<file path="src/rtl/mat_result_writer.sv">
// Result writer for the matrix-multiply engine: captures the MAC accumulator on each
// result-ready strobe edge and writes it to the result RAM at sequential addresses.
module mat_result_writer #(
  parameter int DATA_W     = 16,
  parameter int ADDR_W     = 6,
  parameter int N_RESULTS  = 64,
  parameter int SKIP_FIRST = 1
) (
  input  logic              clk,
  input  logic              reset,
  input  logic              start,
  input  logic              wire_out,
  input  logic [DATA_W-1:0] mac_in,
  input  logic              ctrl_done,
  output logic              wr_en,
  output logic [ADDR_W-1:0] wr_addr,
  output logic [DATA_W-1:0] wr_data,
  output logic [ADDR_W:0]   result_count,
  output logic              busy,
  output logic              done,
  output logic              short_err,
  output logic              overflow
);

  typedef enum logic [1:0] {IDLE, ARMED, COLLECT, DONE} state_t;

  localparam logic [ADDR_W:0] N_CNT = (ADDR_W+1)'(N_RESULTS);

  state_t          state, state_next;
  logic            wire_q;
  logic            strobe_ev;
  logic            skip;
  logic            fin_pend;
  logic            end_req;
  logic [ADDR_W:0] cnt_inc;

  logic arm, capture, skip_clr, set_short, set_ovf, fin_set;

  assign strobe_ev = wire_out & ~wire_q;
  assign cnt_inc   = result_count + 1'b1;
  // A ctrl_done pulse that lands on a capture cycle is remembered until the write retires.
  assign end_req   = ctrl_done | fin_pend;
  assign busy      = (state == ARMED) || (state == COLLECT);
  assign done      = (state == DONE);

  // NOTE: every signal driven here gets a default first, so no path can infer a latch.
  always_comb begin
    state_next = state;
    arm        = 1'b0;
    capture    = 1'b0;
    skip_clr   = 1'b0;
    set_short  = 1'b0;
    set_ovf    = 1'b0;
    fin_set    = 1'b0;
    unique case (state)
      IDLE: begin
        if (start) begin
          state_next = ARMED;
          arm        = 1'b1;
        end
      end
      ARMED: begin
        if (!start) begin
          state_next = IDLE;
        end else if (strobe_ev) begin
          if (skip) skip_clr = 1'b1;
          else      capture  = 1'b1;
          fin_set    = ctrl_done;
          state_next = COLLECT;
        end else if (ctrl_done) begin
          set_short  = 1'b1;
          state_next = DONE;
        end
      end
      COLLECT: begin
        if (!start) begin
          state_next = IDLE;
        end else if (strobe_ev) begin
          capture = 1'b1;
          fin_set = ctrl_done;
        end else if (wr_en) begin
          if (cnt_inc == N_CNT) begin
            state_next = DONE;
          end else if (end_req) begin
            set_short  = 1'b1;
            state_next = DONE;
          end
        end else if (end_req) begin
          set_short  = 1'b1;
          state_next = DONE;
        end
      end
      DONE: begin
        set_ovf = strobe_ev;
        if (!start) state_next = IDLE;
      end
      default: state_next = IDLE;
    endcase
  end

  // NOTE: sequential state uses non-blocking assignments so every register sees pre-edge values.
  always_ff @(posedge clk) begin
    if (reset) begin
      state        <= IDLE;
      wire_q       <= 1'b0;
      skip         <= 1'b0;
      fin_pend     <= 1'b0;
      wr_en        <= 1'b0;
      wr_addr      <= '0;
      wr_data      <= '0;
      result_count <= '0;
      short_err    <= 1'b0;
      overflow     <= 1'b0;
    end else begin
      state  <= state_next;
      wire_q <= wire_out;
      wr_en  <= capture;
      if (capture) begin
        wr_addr <= result_count[ADDR_W-1:0];
        wr_data <= mac_in;
      end

      if (fin_set)                   fin_pend <= 1'b1;
      else if (state_next != COLLECT) fin_pend <= 1'b0;

      if (arm) begin
        result_count <= '0;
        short_err    <= 1'b0;
        overflow     <= 1'b0;
        skip         <= (SKIP_FIRST != 0);
      end else begin
        // The count advances while the write is on the bus, so wr_addr matches it.
        if (wr_en && result_count != N_CNT) result_count <= cnt_inc;
        if (set_short) short_err <= 1'b1;
        if (set_ovf)   overflow  <= 1'b1;
        if (skip_clr)  skip      <= 1'b0;
      end
    end
  end

endmodule
</file>
<file path="config.mk">
export PLATFORM = sky130hd
export DESIGN_NAME = mat_result_writer
export DESIGN_NICKNAME = d
export VERILOG_FILES = /design/src/rtl/mat_result_writer.sv
export SDC_FILE = /design/constraint.sdc
export NUM_CORES = 1
export LEC_CHECK = 0
export ABC_AREA = 0
export CORE_MARGIN = 4
export CORE_UTILIZATION = 45
export DETAILED_ROUTE_END_ITERATION = 6
export PLACE_DENSITY = 0.79
export SYNTH_ARGS = -nofsm -noshare
export SYNTH_HDL_FRONTEND = slang
export SYNTH_SLANG_ARGS = --single-unit
</file>
<file path="constraint.sdc">
create_clock -name clk -period 2 [get_ports clk]
set_clock_uncertainty 0.15 [all_clocks]
set_input_delay 0.3 -clock clk [delete_from_list [all_inputs] [get_ports clk]]
set_output_delay 0.3 -clock clk [all_outputs]
set_load 0.05 [all_outputs]
</file>
==> run summary, run 1 <==
The initial antenna violation count came to 0. The critical path data arrival time is 2000 ps. The first global-routing pass estimated 6.82 mm of wire.

The setup check on the worst reg-to-reg path leaves a slack of about 68 ps. The tightest hold margin came out at between 300 and 400 ps. Detailed placement finished with a half-perimeter wire length of ~3 mm.

The growth of design area from synthesis to finish is 52.7%. The relative contribution of combinational cells to total power is roughly 14%. The average detailed-routed wire length per instance came out at 13.2 um. The core outline area came out at 3470 um^2.

The cell area after synthesis is between 1500 and 2000 um^2. The time the final worst path needs with I/O delays and setup is a little under 2000 ps. After synthesis, the mean cell area works out to between 8 and 9 um^2.

The number of distinct library cells after synthesis is slightly above 40. The overall routing resource usage is between 15 and 20%. The ratio of cells with drive above 1 in the final layout came out at 18.8%. In the layout the commonest cells are sky130_fd_sc_hd__nand2_1, sky130_fd_sc_hd__clkdlybuf4s50_1, sky130_fd_sc_hd__a21oi_1, sky130_fd_sc_hd__dfxtp_1, sky130_fd_sc_hd__buf_4.

After synthesis, the share of flip-flops with an asynchronous set or reset is 0%. The kind of end point of the critical path is a flop. CTS built an H-tree with a depth of 2.

Synthesis produced a netlist with a net count of 236. The power density of the placed cells came out at ~620 nW/um^2. The highest fanout seen on the critical path is 4.

The library cell used most frequently in the layout, excluding fill and tap cells, is sky130_fd_sc_hd__nand2_1. The synthesized design spends more area on one cell type than any other, namely sky130_fd_sc_hd__dfxtp_1. At the pin with the least slew margin, the transition time is between 500 and 600 ps. The startpoint-to-endpoint class of the critical path is flop to flop. The number of antenna diodes in the final layout is 0. The synthesized instance count is roughly 210. The width of the chip came out at 68.9 um. The total via count after detailed routing came out at 1,611. The final setup violation count came out at 0.

The final max-slew violation count is 0. The maximum achievable frequency came out at 0.518 GHz. In the routed design, unresolved DRC markers number 0. The clock-pin slew reported for the worst setup and hold paths after clock tree synthesis came out at approximately 70 ps. In this run the clock root is driven by a sky130_fd_sc_hd__clkbuf_8.

The switching fraction of total power is a little under a quarter. The maximum number of pins on one net before global-route repair is 30. The required time of the critical path is ~2100 ps. The final net count came out at about 310. The number of flops mapped to enable cells by yosys is 0.

The total of hold buffers inserted after clock tree synthesis came out at 0. The number of buffers added on ports came out at between 50 and 60. The first detailed-routing pass ran for 4 iterations. In the post-synthesis netlist, the biggest area contributors are sky130_fd_sc_hd__dfxtp_1, sky130_fd_sc_hd__nand2_1, sky130_fd_sc_hd__a21oi_1.

STA classifies the critical path startpoint as a flop. The register share of total power came out at a little under half. The count of routing violations after the opening detailed-route iteration came out at 94.

The max-cap check violation count is 0. The leakage power is 0.985 nW. The total I/O pin count is between 50 and 60.

The share of power burned in the clock network is between 30% and 40%. The final critical-path share of the clock period is 96.6%. After detailed routing, the total wire length is 4.25 mm. The worst slew margin relative to its limit is 64.5%.

The number of sinks driven by the clock tree came out at 37. The number of filler cells placed in the layout is approximately 290. The multi-input combinational cell area is a little over 900 um^2. The initial cell density of the core is 48.1%. The number of storage elements in the synthesis netlist came out at 37.

The run finished with clean final reports. The clock tree from TritonCTS is done. The floorplan has 21 rows. The min-delay analysis places its worst path in the category flop to flop. The count of warnings emitted by yosys came out at 0.

The die is around 70 um tall. Setup repair after global routing could not meet its margin everywhere. For this design the total switching power over the nets is 0.377 mW. At the end of routability-driven placement, the weighted congestion stood at about 0.9. The global-route congestion overflow total came out at 0.

The number of nets with antenna violations after routing is 0. Clock latency on the worst-skew pair, taken at its later pin, is 280 ps. The area share of the largest cell type after synthesis came out at 44.4%. The largest buffer count on any clock path is 2. The worst-case IR drop observed on VDD is 0.000472 V. TritonCTS created 5 clock buffers. Overall power consumption after layout is estimated at between 1.5 and 2 mW. The sequential cells in the finished layout cover a total of between 700 and 800 um^2.

The via-per-instance ratio is 5.00. The full die area is roughly 4700 um^2. The final number of hold-violating endpoints is 0. For this run, the leading register cell type out of synthesis is sky130_fd_sc_hd__dfxtp_1. The number of global-route vias before repair is approximately 1,600. For this run, the register share of the synthesized area comes to roughly 44%. The internal power is 1.21 mW.
flip-flops by register name (all words and copies together), names as in the netlist:
register,count
short_err,1
wr_addr,6
wire_q,1
fin_pend,1
wr_en,1
state,2
skip,1
result_count,7
wr_data,16
overflow,1
power by group through the flow:
| stage | sequential, mW | combinational, mW | clock (mW) |
|---|---|---|---|
| finish | 0.754 | 0.219 | 0.617 |
| global route | 0.755 | 0.238 | 0.658 |
| CTS | 0.756 | 0.219 | 0.626 |
| detailed placement | 0.773 | 0.215 | 0 |
| global placement | 0.772 | 0.213 | 0 |
| floorplan | 0.798 | 0.0930 | 0 |
final timing paths:
| kind | start | end | cells after the start |
|---|---|---|---|
| worst max-delay path | result_count[1]$_SDFFE_PP0P_ | state[1]$_SDFF_PP0_ | 7 |
| worst min-delay path | wr_data[8]$_SDFFE_PP0P_ | wr_data[8]$_SDFFE_PP0P_ | 2 |
| worst max register to register | result_count[1]$_SDFFE_PP0P_ | state[1]$_SDFF_PP0_ | 7 |
| worst min register to register | wr_data[8]$_SDFFE_PP0P_ | wr_data[8]$_SDFFE_PP0P_ | 2 |
critical path, stage by stage (launching register included):
cell	delay [ps]
sky130_fd_sc_hd__dfxtp_4	360
sky130_fd_sc_hd__buf_4	130
sky130_fd_sc_hd__a211o_1	280
sky130_fd_sc_hd__a21oi_1	170
sky130_fd_sc_hd__o211ai_2	140
sky130_fd_sc_hd__o41ai_4	390
sky130_fd_sc_hd__a221oi_2	90
sky130_fd_sc_hd__nor3_2	160
stage by stage:
stage               TNS (ps)  instance area, um^2  utilization (%)  instances  setup WS (ps)
floorplan                  0                 1690                -        207           11.3
global placement           0                 2390             68.9        314           23.4
detailed placement     -45.5                 2390             68.9        314          -28.7
CTS                        0                 2520             72.8        321          0.854
global route           -74.2                 2550             73.4        322          -38.3
finish                     0                 2550             73.4        322           68.4
Yosys cell counts, types with 2 or more instances:
library cell / n
sky130_fd_sc_hd__a21oi_1: 32
sky130_fd_sc_hd__a311oi_1: 2
sky130_fd_sc_hd__buf_2: 2
sky130_fd_sc_hd__clkbuf_1: 7
sky130_fd_sc_hd__dfxtp_1: 37
sky130_fd_sc_hd__ha_1: 8
sky130_fd_sc_hd__inv_1: 8
sky130_fd_sc_hd__nand2_1: 54
sky130_fd_sc_hd__nand3_1: 2
sky130_fd_sc_hd__nand4_1: 3
sky130_fd_sc_hd__nor2_1: 13
sky130_fd_sc_hd__nor2b_1: 2
sky130_fd_sc_hd__nor3_2: 2
sky130_fd_sc_hd__nor4_1: 2
sky130_fd_sc_hd__o21ai_0: 4
sky130_fd_sc_hd__o21ai_1: 2
sky130_fd_sc_hd__xor2_1: 3
layout make-up:
cell class / instances / share of cell area [%]
clock buffer: 5 / 2.70
clock inverter: 2 / 1.38
inverter: 8 / 1.18
multi-input combinational: 152 / 35.5
sequential: 37 / 29.4
tap: 46 / 2.26
timing repair buffer: 72 / 27.5
logic make-up (layout without fill, tap and decap cells):
kind of cell	Yosys count	in the layout	share of synthesized area [%]
adder cells (fa/ha/maj)	8	8	6.00
buffers and inverters	18	87	4.65
AND/OR/NAND/NOR	87	87	23.4
AO/OA/AOI/OAI	53	53	19.4
flip-flops	37	37	44.4
XOR/XNOR	4	4	2.10
timing repair:
action / CTS / global route
setup endpoints to repair: 2 / 3
resized for setup: 5 / 2
buffers inserted: 0 / 1
pin swaps: 2 / 2
routing by layer:
layer	global-route usage (%)	vias to the layer above	share of wire, %
met5	0	-	0
met4	8.76	0	2.1
met3	5.19	9	5.8
met2	33.8	37	49
met1	21.5	726	43
li1	-	839	-
Power figures use the tool's default switching activity.
==> run 2: changes to the inputs <==
--- a/config.mk
+++ b/config.mk
@@ -8,8 +8,10 @@
 export ABC_AREA = 0
 export CORE_MARGIN = 4
 export CORE_UTILIZATION = 45
+export CTS_BUF_LIST = sky130_fd_sc_hd__clkbuf_16
 export DETAILED_ROUTE_END_ITERATION = 6
 export PLACE_DENSITY = 0.79
+export SKIP_LAST_GASP = 1
 export SYNTH_ARGS = -nofsm -noshare
 export SYNTH_HDL_FRONTEND = slang
 export SYNTH_SLANG_ARGS = --single-unit
==> run 2 against run 1 <==
Compared with the run above: the flow now finishes with violations (setup timing); clock power is 41% higher; sequential power hardly changed; clock-buffer cell count stayed put; flip-flop and latch count stayed put; sequential share of layout area is 0.90 points lower; critical path type unchanged; worst setup slack worse by 170 ps; global-route usage is 0.35 points higher; register-to-register slack worse by 170 ps; critical endpoint unchanged; via count is 2.6% higher; first-iteration DRC count is 8.5% higher; power is 16% higher.
==> run summary, run 2 (same netlist as run 1, synthesis figures left out) <==
The first-pass iteration count of the detailed router came to 4 (unchanged). The maximum number of pins on one net before global-route repair is 30 (unchanged). The launch point of the worst path was result_count[1]$_SDFFE_PP0P_ (unchanged).

The highest fanout seen on the critical path came to 5 (was 4). The time the final worst path needs with I/O delays and setup is 2100 ps (was 1930 ps). The height of the die is 68.9 um (unchanged).

The antenna diode count is 0 (unchanged). The clock-pin slew reported for the worst setup and hold paths after clock tree synthesis came out at 60 ps (was 70 ps). The number of filler cells placed in the layout came to 272 (was 285). The kind of end point of the critical path is a flop (unchanged).

The worst flop-to-flop path endpoint is state[1]$_SDFF_PP0_ (unchanged). The instance area after placement came out at 2390 um^2 (unchanged). By instance count, the cell type seen most on the critical path is sky130_fd_sc_hd__nor3_2.

The overall power of the completed layout is 1.85 mW (was 1.59 mW). The via-per-instance ratio came out at 5.13 (was 5.00). The count of routing violations after the opening detailed-route iteration was 102 (was 94). The leakage power is 1.01 nW (was 0.985 nW). The worst slew margin relative to its limit is 65.2% (was 64.5%). The required time of the critical path was 2060 ps (was 2070 ps). The largest incremental delay on the critical path is 390 ps (about the same). The total clock buffers created by CTS is 5 (unchanged). The worst-case vdd ir drop came out at 0.000561 V (was 0.000472 V). The type of the tightest min-delay check is flop to flop (unchanged). Largest registers: wr_data x16, result_count x7, wr_addr x6 (unchanged). The clock tree from TritonCTS is done (unchanged). The full die area is 4740 um^2 (unchanged). The total via count after detailed routing is 1,653 (was 1,611). The final instance count without filler cells came out at 322 (unchanged).

The width of the chip is 68.9 um (unchanged). The number of nets with antenna violations after routing is 0 (unchanged). The total of hold buffers inserted after clock tree synthesis was 0 (unchanged). Most frequent cells in the layout: sky130_fd_sc_hd__nand2_1, sky130_fd_sc_hd__clkdlybuf4s50_1, sky130_fd_sc_hd__dfxtp_1 (was sky130_fd_sc_hd__nand2_1, sky130_fd_sc_hd__clkdlybuf4s50_1, sky130_fd_sc_hd__a21oi_1, sky130_fd_sc_hd__dfxtp_1, sky130_fd_sc_hd__buf_4).

The ratio of cells with drive above 1 in the final layout came out at 19.2% (was 18.8%). The weighted congestion reported at the end of routability-driven placement came to 0.890 (unchanged). The final setup violation count came out at 4 (was 0).

The overall routing resource usage was 19.6% (was 19.2%). The growth of design area from synthesis to finish is 57.5% (was 52.7%). The most common cell after layout, fill and taps aside is sky130_fd_sc_hd__nand2_1 (unchanged). The final max-slew violation count came to 0 (unchanged). The number of sinks driven by the clock tree came out at 37 (unchanged).

The end point of the critical path was state[1]$_SDFF_PP0_ (unchanged). The final net count is 305 (unchanged). Status: finished with violations (was finished, final reports clean). The final reports fail on setup timing. The number of design rule violations left after detail routing came out at 0 (unchanged).

The startpoint type of the worst setup path was a flop (unchanged). The final design utilization is 75.7% (was 73.4%). The setup slack of the critical path after layout was -104 ps (was 68.4 ps). The critical path data arrival time is 2160 ps (was 2000 ps). The register with the most flip-flops is wr_data (unchanged). The final number of hold-violating endpoints came out at 0 (unchanged). The final critical-path share of the clock period came out at 105% (was 96.6%). The maximum achievable frequency is 0.475 GHz (was 0.518 GHz). The post-place setup slack came to -28.7 ps (unchanged). The initial antenna violation count is 0 (unchanged). The cell with the largest stage delay on the worst path is sky130_fd_sc_hd__dfxtp_4 (was sky130_fd_sc_hd__o41ai_4). The number of buffers added on ports was 54 (unchanged). The finished layout cell area is 2630 um^2 (was 2550 um^2). The total I/O pin count is 55 (unchanged). The final routed wirelength across all metal layers is 4.63 mm (was 4.25 mm).

The row count was 21 (unchanged). The average detailed-routed wire length per instance is 14.4 um (was 13.2 um). The tightest hold margin was 300 ps (was 303 ps).

The max-cap check violation count is 0 (unchanged). The cell count of the worst reg-to-reg path is 8 (was 7). The number of global-route vias before repair came out at 1,550 (was 1,576). The global-route congestion overflow total came out at 0 (unchanged). The flip-flop count of the largest register, all copies and words added is 16 (unchanged). Unrepaired setup endpoints after global routing: true (unchanged).

The insertion delay of the later-clocked pin in the worst-skew pair came out at 280 ps (about the same). The startpoint of the worst register-to-register path is result_count[1]$_SDFFE_PP0P_ (unchanged). The sum of net half-perimeters after detailed placement was 2.98 mm (unchanged).

The number of placed cells counting well taps was 314 (unchanged). List of cells traversed by the critical path: buf_6 -> nand4_1 -> nor4_4 -> nor3_2 -> buf_4 -> o41ai_4 -> a221oi_2 -> nor3_2 (was buf_4 -> a211o_1 -> a21oi_1 -> o211ai_2 -> o41ai_4 -> a221oi_2 -> nor3_2). The core outline area is 3470 um^2 (unchanged). The largest buffer count on any clock path is 2 (unchanged). The number of H-tree levels is 2 (unchanged). The buffer type at the clock tree root is sky130_fd_sc_hd__clkbuf_16 (was sky130_fd_sc_hd__clkbuf_8). The power density of the placed cells is 703 nW/um^2 (was 624 nW/um^2). The transition time at the pin with the least slew margin is 520 ps (was 531 ps). The first-pass GRT wire length is 6.89 mm (was 6.82 mm). The startpoint-to-endpoint class of the critical path is flop to flop (unchanged). The final setup TNS was -352 ps (was 0 ps). The initial cell density of the core came out at 48.1% (unchanged).

The flop-to-flop setup slack is -100 ps (was 70 ps).
## run 2: cell types whose count changed in the layout (fill, tap and decap cells not counted)
cell	previous run	this run
sky130_fd_sc_hd__clkbuf_16	0	5
sky130_fd_sc_hd__clkbuf_8	5	0
sky130_fd_sc_hd__a21oi_1	32	31
sky130_fd_sc_hd__a21oi_4	0	1
sky130_fd_sc_hd__buf_4	24	23
sky130_fd_sc_hd__buf_6	0	1
sky130_fd_sc_hd__nor4_2	2	1
sky130_fd_sc_hd__nor4_4	0	1
## run 2: worst min-delay path by stage
stage                                       start                      end  depth (start not counted)
final                     wr_data[8]$_SDFFE_PP0P_  wr_data[8]$_SDFFE_PP0P_                          2
after global placement    wr_data[8]$_SDFFE_PP0P_  wr_data[8]$_SDFFE_PP0P_                          2
after CTS                 wr_data[6]$_SDFFE_PP0P_  wr_data[6]$_SDFFE_PP0P_                          2
after detailed placement  wr_data[6]$_SDFFE_PP0P_  wr_data[6]$_SDFFE_PP0P_                          2
after floorplan                          wire_out        wire_q$_SDFF_PP0_                          1
after global routing      wr_data[4]$_SDFFE_PP0P_  wr_data[4]$_SDFFE_PP0P_                          2
## run 2: power by group
| group | switching (mW) | internal, mW |
|---|---|---|
| Combinational | 0.118 | 0.102 |
| Sequential | 0.00669 | 0.749 |
| Clock | 0.292 | 0.578 |
## run 2: worst max-delay path: cells and delay by family, from the launching register on
family / cells / cell delay, ps
AOI/OAI and AO/OA: 2 / 410
buffers and inverters: 2 / 250
DFF: 1 / 390
and+or+nand+nor: 4 / 830
## run 2: layout make-up
cell class	count	area [um^2]	area share, %
Clock inverter	2	35.0	1.33
Multi-Input combinational cell	152	925	35.2
Tap cell	46	57.6	2.19
Timing Repair Buffer	72	704	26.8
Clock buffer	5	125	4.76
Inverter	8	30.0	1.14
Sequential cell	37	749	28.5
## run 2: repair_timing
action	CTS	global route
setup endpoints to repair	2	3
gates resized for setup	5	6
pin swaps	2	4
setup buffers	0	1
## run 2: routing by layer
| metal | wire length [um] | track usage (%) |
|---|---|---|
| met3 | 267 | 4.70 |
| met5 | 0 | 0 |
| met2 | 2310 | 33.7 |
| met4 | 140 | 8.76 |
| met1 | 1920 | 23.0 |
==> run 3: changes to the inputs <==
--- a/config.mk
+++ b/config.mk
@@ -12,6 +12,7 @@
 export DETAILED_ROUTE_END_ITERATION = 6
 export PLACE_DENSITY = 0.79
 export SKIP_LAST_GASP = 1
+export SLEW_MARGIN = 20
 export SYNTH_ARGS = -nofsm -noshare
 export SYNTH_HDL_FRONTEND = slang
 export SYNTH_SLANG_ARGS = --single-unit
==> results of run 3 <==
Same layout as run 2: the final DEF is identical, and so are final timing and power.
